<file path="src/rtl/recarga_pkg.sv">
// Shared types, sizing constants and the load-clipping helper for the top-up kiosk.
package recarga_pkg;

  typedef enum logic [1:0] {
    IDLE    = 2'd0,
    COLETA  = 2'd1,
    CARREGA = 2'd2,
    TROCO   = 2'd3
  } estado_t;

  localparam int unsigned CRED_W  = 2;
  localparam int unsigned SALDO_W = 3;

  localparam logic [CRED_W-1:0]  MAX_CREDITO    = 2'd3;
  localparam logic [SALDO_W-1:0] SALDO_MAX      = 3'd5;
  localparam int unsigned        TIMEOUT_CICLOS = 10;

  // Largest load that fits on the card; balances above the ceiling count as full.
  function automatic logic [CRED_W-1:0] min_carga(input logic [CRED_W-1:0]  credito,
                                                   input logic [SALDO_W-1:0] saldo);
    logic [SALDO_W-1:0] sat;
    logic [SALDO_W-1:0] espaco;
    sat    = (saldo > SALDO_MAX) ? SALDO_MAX : saldo;
    espaco = SALDO_MAX - sat;
    if (SALDO_W'(credito) <= espaco) begin
      return credito;
    end else begin
      return espaco[CRED_W-1:0];
    end
  endfunction

endpackage

</file>
<file path="src/rtl/recarga_terminal_if.sv">
// Kiosk <-> fare controller signal bundle; the kiosk uses the slave modport.
interface recarga_terminal_if;
  import recarga_pkg::*;

  logic               moeda;
  logic               sel_passageiro;
  logic               confirma;
  logic               cancela;
  logic [SALDO_W-1:0] saldo1;
  logic [SALDO_W-1:0] saldo2;
  logic [CRED_W-1:0]  carrega1;
  logic [CRED_W-1:0]  carrega2;
  logic               devolve;
  logic [CRED_W-1:0]  credito;
  logic               rejeita;
  logic               ocupado;

  modport master (
    output moeda, sel_passageiro, confirma, cancela, saldo1, saldo2,
    input  carrega1, carrega2, devolve, credito, rejeita, ocupado
  );

  modport slave (
    input  moeda, sel_passageiro, confirma, cancela, saldo1, saldo2,
    output carrega1, carrega2, devolve, credito, rejeita, ocupado
  );

endinterface

</file>
<file path="src/rtl/recarga_timer.sv">
// Inactivity counter for COLETA: expira_o flags the CICLOS-th consecutive idle cycle.
module recarga_timer #(
  parameter int unsigned CICLOS = 10
) (
  input  logic clock,
  input  logic reset,
  input  logic ativo_i,
  input  logic evento_i,
  output logic expira_o
);

  localparam int unsigned CW = $clog2(CICLOS + 1);

  logic [CW-1:0] cnt_q;
  logic [CW-1:0] cnt_d;

  // Count idle cycles while collecting; any activity or leaving COLETA restarts it.
  always_comb begin
    cnt_d    = cnt_q;
    expira_o = 1'b0;
    if (!ativo_i || evento_i) begin
      cnt_d = '0;
    end else if (cnt_q == CW'(CICLOS - 1)) begin
      expira_o = 1'b1;
      cnt_d    = '0;
    end else begin
      cnt_d = cnt_q + CW'(1);
    end
  end

  // Counter register.
  always_ff @(posedge clock or negedge reset) begin
    if (!reset) begin
      cnt_q <= '0;
    end else begin
      cnt_q <= cnt_d;
    end
  end

endmodule

</file>
<file path="src/rtl/recarga_terminal.sv">
// Card top-up kiosk: coin collection, clipped card load, coin-by-coin refund.
// Optional inactivity cancel in COLETA is enabled with RECARGA_TIMEOUT_EN.
module recarga_terminal
  import recarga_pkg::*;
(
  input  logic              clock,
  input  logic              reset,
  recarga_terminal_if.slave bus
);

  estado_t           estado_q,   estado_d;
  logic [CRED_W-1:0] credito_q,  credito_d;
  logic [CRED_W-1:0] refund_q,   refund_d;
  logic [CRED_W-1:0] carrega1_q, carrega1_d;
  logic [CRED_W-1:0] carrega2_q, carrega2_d;
  logic              devolve_q,  devolve_d;
  logic              rejeita_q,  rejeita_d;
  logic              ocupado_q,  ocupado_d;

  logic [SALDO_W-1:0] saldo_sel_s;
  logic [CRED_W-1:0]  carga_s;
  logic [CRED_W-1:0]  sobra_s;
  logic               expira_s;

`ifdef RECARGA_TIMEOUT_EN
  recarga_timer #(
    .CICLOS (TIMEOUT_CICLOS)
  ) u_timer (
    .clock    (clock),
    .reset    (reset),
    .ativo_i  (estado_q == COLETA),
    .evento_i (bus.moeda | bus.confirma | bus.cancela),
    .expira_o (expira_s)
  );
`else
  assign expira_s = 1'b0;
`endif

  // Next state and next registered outputs; refund_q holds coins still owed after the current one.
  always_comb begin
    estado_d   = estado_q;
    credito_d  = credito_q;
    refund_d   = refund_q;
    carrega1_d = 2'd0;
    carrega2_d = 2'd0;
    devolve_d  = 1'b0;
    rejeita_d  = 1'b0;
    ocupado_d  = 1'b0;

    saldo_sel_s = bus.sel_passageiro ? bus.saldo2 : bus.saldo1;
    carga_s     = min_carga(credito_q, saldo_sel_s);
    sobra_s     = credito_q - carga_s;

    case (estado_q)
      IDLE: begin
        if (bus.moeda) begin
          estado_d  = COLETA;
          credito_d = 2'd1;
        end else begin
          estado_d  = IDLE;
        end
      end

      COLETA: begin
        if (bus.cancela || expira_s) begin
          estado_d  = TROCO;
          credito_d = 2'd0;
          refund_d  = credito_q - 2'd1;
          devolve_d = 1'b1;
          ocupado_d = 1'b1;
          rejeita_d = bus.moeda;
        end else if (bus.confirma) begin
          credito_d = 2'd0;
          ocupado_d = 1'b1;
          rejeita_d = bus.moeda;
          if (carga_s == 2'd0) begin
            // Card already full: skip the load cycle and start refunding at once.
            estado_d  = TROCO;
            refund_d  = sobra_s - 2'd1;
            devolve_d = 1'b1;
          end else begin
            estado_d = CARREGA;
            refund_d = sobra_s;
            if (bus.sel_passageiro) begin
              carrega2_d = carga_s;
            end else begin
              carrega1_d = carga_s;
            end
          end
        end else if (bus.moeda) begin
          if (credito_q == MAX_CREDITO) begin
            rejeita_d = 1'b1;
          end else begin
            credito_d = credito_q + 2'd1;
          end
        end else begin
          estado_d = COLETA;
        end
      end

      CARREGA, TROCO: begin
        rejeita_d = bus.moeda;
        if (refund_q != 2'd0) begin
          estado_d  = TROCO;
          refund_d  = refund_q - 2'd1;
          devolve_d = 1'b1;
          ocupado_d = 1'b1;
        end else begin
          estado_d  = IDLE;
        end
      end

      default: begin
        estado_d  = IDLE;
        credito_d = 2'd0;
        refund_d  = 2'd0;
      end
    endcase
  end

  // State and output registers.
  always_ff @(posedge clock or negedge reset) begin
    if (!reset) begin
      estado_q   <= IDLE;
      credito_q  <= 2'd0;
      refund_q   <= 2'd0;
      carrega1_q <= 2'd0;
      carrega2_q <= 2'd0;
      devolve_q  <= 1'b0;
      rejeita_q  <= 1'b0;
      ocupado_q  <= 1'b0;
    end else begin
      estado_q   <= estado_d;
      credito_q  <= credito_d;
      refund_q   <= refund_d;
      carrega1_q <= carrega1_d;
      carrega2_q <= carrega2_d;
      devolve_q  <= devolve_d;
      rejeita_q  <= rejeita_d;
      ocupado_q  <= ocupado_d;
    end
  end

  assign bus.carrega1 = carrega1_q;
  assign bus.carrega2 = carrega2_q;
  assign bus.devolve  = devolve_q;
  assign bus.credito  = credito_q;
  assign bus.rejeita  = rejeita_q;
  assign bus.ocupado  = ocupado_q;

endmodule

</file>
<file path="src/flat_wrapper.sv">
// flat-port wrapper written by rule: the top's interface ports become plain ports
module recarga_terminal_flat import recarga_pkg::*;
  (clock, reset, bus_moeda, bus_sel_passageiro, bus_confirma, bus_cancela, bus_saldo1, bus_saldo2, bus_carrega1, bus_carrega2, bus_devolve, bus_credito, bus_rejeita, bus_ocupado);
  recarga_terminal_if bus_i ();
  input  logic clock;
  input  logic reset;
  input wire logic [$bits(bus_i.moeda)-1:0] bus_moeda;
  input wire logic [$bits(bus_i.sel_passageiro)-1:0] bus_sel_passageiro;
  input wire logic [$bits(bus_i.confirma)-1:0] bus_confirma;
  input wire logic [$bits(bus_i.cancela)-1:0] bus_cancela;
  input wire logic [$bits(bus_i.saldo1)-1:0] bus_saldo1;
  input wire logic [$bits(bus_i.saldo2)-1:0] bus_saldo2;
  output wire logic [$bits(bus_i.carrega1)-1:0] bus_carrega1;
  output wire logic [$bits(bus_i.carrega2)-1:0] bus_carrega2;
  output wire logic [$bits(bus_i.devolve)-1:0] bus_devolve;
  output wire logic [$bits(bus_i.credito)-1:0] bus_credito;
  output wire logic [$bits(bus_i.rejeita)-1:0] bus_rejeita;
  output wire logic [$bits(bus_i.ocupado)-1:0] bus_ocupado;
  assign bus_i.moeda = bus_moeda;
  assign bus_i.sel_passageiro = bus_sel_passageiro;
  assign bus_i.confirma = bus_confirma;
  assign bus_i.cancela = bus_cancela;
  assign bus_i.saldo1 = bus_saldo1;
  assign bus_i.saldo2 = bus_saldo2;
  assign bus_carrega1 = bus_i.carrega1;
  assign bus_carrega2 = bus_i.carrega2;
  assign bus_devolve = bus_i.devolve;
  assign bus_credito = bus_i.credito;
  assign bus_rejeita = bus_i.rejeita;
  assign bus_ocupado = bus_i.ocupado;
  recarga_terminal u_core (.clock(clock), .reset(reset), .bus(bus_i));
endmodule
</file>
<file path="config.mk">
export PLATFORM = sky130hd
export DESIGN_NAME = recarga_terminal_flat
export DESIGN_NICKNAME = d
export VERILOG_FILES = /design/src/rtl/recarga_pkg.sv /design/src/rtl/recarga_terminal_if.sv /design/src/rtl/recarga_timer.sv /design/src/rtl/recarga_terminal.sv /design/src/flat_wrapper.sv
export SDC_FILE = /design/constraint.sdc
export NUM_CORES = 1
export LEC_CHECK = 0
export CAP_MARGIN = 15
export CORE_MARGIN = 5
export CORE_UTILIZATION = 50
export CTS_CLUSTER_DIAMETER = 30
export DETAILED_ROUTE_END_ITERATION = 8
export HOLD_SLACK_MARGIN = 0.08
export PLACE_DENSITY = 0.8
export SYNTH_ARGS = -nofsm -noshare
export SYNTH_HDL_FRONTEND = slang
export SYNTH_SLANG_ARGS = --single-unit
</file>
<file path="constraint.sdc">
create_clock -name clock -period 3.6 [get_ports clock]
set_input_delay 0.72 -clock clock [delete_from_list [all_inputs] [get_ports clock]]
set_output_delay 0.72 -clock clock [all_outputs]
set_load 0.03 [all_outputs]
</file>
---- Yosys cells after proc, flatten, opt, wreduce, memory -nomap -nowiden ----
Cells that the tools add are included.
cells by class
  $add $sub $neg .......................... 6
  eq/ne operators ......................... 10
  $lt $le $gt $ge ......................... 2
  multiplexer cells ....................... 44
  reduce and logical (&&, ||, !) cells .... 8
operator list
  kind                                                                      number
  2-bit 2-to-1 mux                                                          24
  1-bit 2-to-1 mux                                                          12
  4-bit inequality test (second input constant)                             3
  2-bit one-hot mux with 2 select lines                                     2
  2-bit == test (second input constant)                                     3
  3-bit 2-to-1 mux                                                          2
  1-bit one-hot mux with 2 select lines                                     3
  2-bit one-hot mux with 3 select lines                                     1
  2-bit nonzero test                                                        3
  2-bit by 1-bit subtractor with 2-bit output (second input constant)       3
  2-bit logical NOT                                                         2
  4-bit AND reduction                                                       1
  3-bit > comparator (second input constant)                                1
  2-bit by 3-bit less-or-equal comparator with 1-bit output                 1
  3-bit inequality test (second input constant)                             1
  3-bit AND reduction                                                       1
  3-bit subtractor (first input constant)                                   1
  2-bit by 1-bit adder with 2-bit output (second input constant)            1
  2-bit by 1-bit == test with 1-bit output (second input constant)          1
  2-bit by 1-bit inequality test with 1-bit output (second input constant)  1
  2-bit inequality test (second input constant)                             1
  2-bit OR reduction                                                        1
  2-bit subtractor                                                          1
storage, ports and cells
  bits in registers ....................... 13

---- Longest topological paths before layout ----
  depth in word-level cells ............... 12
  mapped depth ............................ 12
  gate-level depth less buffers ........... 11

---- Worst setup path after synthesis ----
No wires, ideal clock.
  path type ............................... input to register
  start point ............................. in bus_sel_passageiro
  end point ............................... reg u_core.refund_q[0]
  path slack .............................. 0.447 ns
  data required time ...................... 3.476 ns
  stages .................................. 11
  data arrival time ....................... 3.029 ns
  cells stage by stage .................... buf_6 > mux2_2 > a21oi_1 > ha_1 > nor2_1 > nand2_1 > o31a_1 > o21ai_0 > ha_1 > xnor2_1 > a211o_1
on the way
  cells in the longest elaborated chain, start to end .. 12
  elaborated cells between the ends (all ways) .. 13
  those cells by class .................... 3 x add/sub; 2 x order compare; 7 x mux; 1 x reduce/logical
RTL lines
  item                                                       RTL line                 RTL
  start, declared                                            flat_wrapper.sv:8        input wire logic [$bits(bus_i.sel_passageiro)-1:0] bus_sel_passageiro;
  3-bit 2-to-1 mux *                                         recarga_terminal.sv:50   saldo_sel_s = bus.sel_passageiro ? bus.saldo2 : bus.saldo1;
  3-bit > comparator                                         recarga_pkg.sv:23        sat = (saldo > SALDO_MAX) ? SALDO_MAX : saldo;
  3-bit 2-to-1 mux *                                         recarga_pkg.sv:23
  3-bit subtractor *                                         recarga_pkg.sv:24        espaco = SALDO_MAX - sat;
  2-bit by 3-bit less-or-equal comparator with 1-bit output  recarga_pkg.sv:25        if (SALDO_W'(credito) <= espaco) begin
  2-bit 2-to-1 mux *                                         recarga_pkg.sv:25
  2-bit subtractor                                           recarga_terminal.sv:52   sobra_s = credito_q - carga_s;
  2-bit by 1-bit subtractor with 2-bit output                recarga_terminal.sv:79   refund_d = sobra_s - 2'd1;
  2-bit 2-to-1 mux *                                         recarga_terminal.sv:76   if (carga_s == 2'd0) begin
  2-bit 2-to-1 mux *                                         recarga_terminal.sv:72   end else if (bus.confirma) begin
  2-bit 2-to-1 mux *                                         recarga_terminal.sv:65   if (bus.cancela || expira_s) begin
  2-bit one-hot mux with 2 select lines *                    recarga_terminal.sv:54   case (estado_q)
  end signal, assigned                                       recarga_terminal.sv:135  refund_q <= refund_d;
  end, declared                                              recarga_terminal.sv:13   logic [CRED_W-1:0] refund_q, refund_d;
Every way passes the cells marked *; elsewhere a longest branch is shown, timed or not. The select of a mux whose other input is x is not followed.
A chain may end at the register's enable or synchronous reset.

---- Worst setup path after layout ----
Ends and elaborated chain as after synthesis.

==> run_results.csv <==
group,metric,value,unit
outcome,status,"finished clean",
finish,nets,128,
finish,diodes,0,
detailed_routing,antenna_left,0,
placement,gp_congestion,0.878,
clock_tree,htreeDepth,1,
power_and_ir_drop,p_per_area,781,nW/um^2
detailed_routing,wl_per_cell,14.5,um
timing,maxSlewHeadroom,0.618,
synthesis,syn_area_per_cell,9.49,um^2
synthesis,synth-main-ff-cell,"dfrtp_1",
timing,fin_crit,3.35,ns
global_routing,grt_antenna_before_repair,0,
setup_path,path_class,"input pin to register",
floorplan,start_util,0.530,
clock_tree,clockBufferDepth,2,
timing,fin_skew,0.000919,ns
synthesis,yosysSeqAreaShare,0.403,
timing,setup_viol,0,
synthesis,synthXorXnorAreaFrac,0.0326,
setup_path,r2r_cells,9,
detailed_routing,drt-vias-per-instance,5.76,
global_routing,overflow,0,
setup_path,cp.arrival,3.51,ns
clock_tree,clockRootBuffer,"clkbuf_4",
floorplan,die_area,2520,um^2
synthesis,synth_compound_area_frac,0.216,
clock_tree,insertion_delay,0.27,ns
timing,post-route-period-util,0.930,
synthesis,ys_ff_latch,13,
finish,synthToLayoutAreaGrowth,32.2,%
placement,dp_hpwl,1420,um
placement,io_buffers,20,
detailed_routing,drc,0,
timing,drv_slew,0,
clock_tree,post_cts.repair.setup_buffers,0,
synthesis,syn-num-nets,101,
global_routing,grt_pass1_vias,717,
synthesis,yosysMostFrequentCell,"dfrtp_1",
power_and_ir_drop,vdd_drop_max,0.436,mV
detailed_routing,routed_wl,1840,um
synthesis,async_reset_ff_frac,1.00,
worst_hold_path,hold_path.class,"register to register",
detailed_routing,drt_pass1_iterations,4,
floorplan,pin_count,21,
synthesis,synth_area_leader_cell,"dfrtp_1",
global_routing,grt_max_degree,14,
floorplan,coreArea,1520,um^2
synthesis,ys_warn_count,0,
run,maxCapViolations,0,
clock_tree,clkTransAtPathRegs,0.08,ns
setup_path,critPathRequiredTime,3.76,ns
global_routing,grt_first_pass_wirelength,3130,um
timing,finalHoldViolations,0,
synthesis,synthMuxAreaShare,0.0760,
clock_tree,cts_tree,"done",
finish,fillCellCount,115,
global_routing,grt_use_total,0.159,
synthesis,syn_area,807,um^2
clock_tree,ctsHoldBuffers,0,
timing,hold_ws,0.523,ns
power_and_ir_drop,power.leakage,0.470,nW
synthesis,synthAdderAreaFrac,0.0620,
floorplan,die_h,50.2,um
timing,fmaxAchievable,299,MHz
timing,fin_setup_tns,0,ns
finish,drive_gt1_frac,0.135,
synthesis,synth_top_family_by_area,"compound AO/OA/AOI/OAI gates",
synthesis,yosys-top-cells-count,"dfrtp_1, o21ai_0, nand2_1, a21oi_1, nor2_1",
floorplan,fp.dieW,50.2,um
setup_path,start_kind,"input pin",
worst_hold_path,hold_depth,2,
setup_path,cp_max_fo,4,
clock_tree,clock_sinks,13,
synthesis,synth_edf_count,0,
detailed_routing,dr_total_vias,732,
floorplan,rows,14,
detailed_routing,drtIter0Drc,32,
clock_tree,numCtsBuffers,3,
synthesis,yosys-top-cells-area,"dfrtp_1, ha_1, o21ai_0, nand2_1, a21oi_1",
timing,worst_slew_pin_slew,0.571,ns
setup_path,critPathCaptureType,"register",
synthesis,synth_top_area_frac,0.403,
timing,rsz0062_at_grt,"false",
synthesis,synthSimpleGateAreaFrac,0.172,
timing,timing.final.ws_setup,0.251,ns
placement,place_ws,-0.0488,ns
synthesis,syn_inst,85,
synthesis,yosysUniqueCellTypes,34,
clock_tree,cts_resized,0,
## layout make-up
cell class	count	area (um^2)	area share
inverters	4	15.0	0.0141
well taps	16	20.0	0.0188
clock buffers	4	26.3	0.0246
flip-flops and latches	13	325	0.305
multi-input cells	66	450	0.422
repair buffers	24	230	0.216
## worst max-delay path, cell delays in order
cell             delay (ns)
clkdlybuf4s50_1        0.58
mux2_2                 0.38
a21oi_1                0.15
ha_1                   0.24
nor2_1                 0.18
nand2_1                0.07
o31a_1                 0.24
o21ai_0                0.23
ha_1                   0.31
xnor2_1                0.13
a211o_1                0.28
## per-layer routing
metal  vias up  part of all wire  global-route usage
met5         -                 0                   0
li1        360                 -                   -
met2        30              0.51               0.272
met1       334              0.41               0.187
met4         0             0.032              0.0873
met3         8             0.052              0.0237
## path summary, 6_finish.rpt
kind	to	slack, ns	start
min in group asynchronous	u_core.bus.carrega1[1]$_DFF_PN0_	0.81	reset
worst min register to register	u_core.refund_q[1]$_DFFE_PN0P_	0.52	u_core.refund_q[1]$_DFFE_PN0P_
worst min-delay path	u_core.refund_q[1]$_DFFE_PN0P_	0.52	u_core.refund_q[1]$_DFFE_PN0P_
max in group asynchronous	u_core.bus.credito[1]$_DFFE_PN0P_	2.42	reset
worst max-delay path	u_core.refund_q[0]$_DFFE_PN0P_	0.25	bus_sel_passageiro
worst max register to register	u_core.refund_q[0]$_DFFE_PN0P_	1.17	u_core.bus.credito[0]$_DFFE_PN0P_
## placed cells by master, fill, tap and decap left out, drive strengths merged, types with 4 or more instances in the layout
| cell | instances |
|---|---|
| nor2 | 6 |
| inv | 4 |
| clkdlybuf4s50 | 20 |
| dfrtp | 13 |
| o21ai | 11 |
| buf | 4 |
| clkbuf | 4 |
| nand2 | 9 |
| ha | 4 |
| a21oi | 6 |
## registers in the layout (all words and copies together), names as in the netlist
name,cells
u_core.bus.carrega1,2
u_core.refund_q,2
u_core.estado_q,2
u_core.bus.carrega2,2
u_core.bus.ocupado,1
u_core.bus.devolve,1
u_core.bus.credito,2
u_core.bus.rejeita,1
## kinds of logic (layout without fill, tap and decap cells)
family | Yosys count | after routing
xor+xnor | 3 | 3
flops | 13 | 13
simple gates | 27 | 27
mux | 5 | 5
buf+inv | 6 | 32
fa+ha+maj | 4 | 4
compound gates | 27 | 27
## power breakdown
part,switching (mW),internal [mW]
Clock,0.0463,0.0429
Sequential,0.0512,0.197
Combinational,0.265,0.231
Total,0.362,0.471
## through the flow
stage | util | cells | power [mW] | instance area, um^2
2_1_floorplan | - | 85 | 0.581 | 807
3_3_place_gp | 0.683 | 123 | 0.722 | 1040
3_5_place_dp | 0.683 | 123 | 0.738 | 1040
4_1_cts | 0.700 | 127 | 0.835 | 1070
5_1_grt | 0.700 | 127 | 0.902 | 1070
6_report | 0.700 | 127 | 0.834 | 1070
No activity file was read; power rests on OpenSTA's default activity.
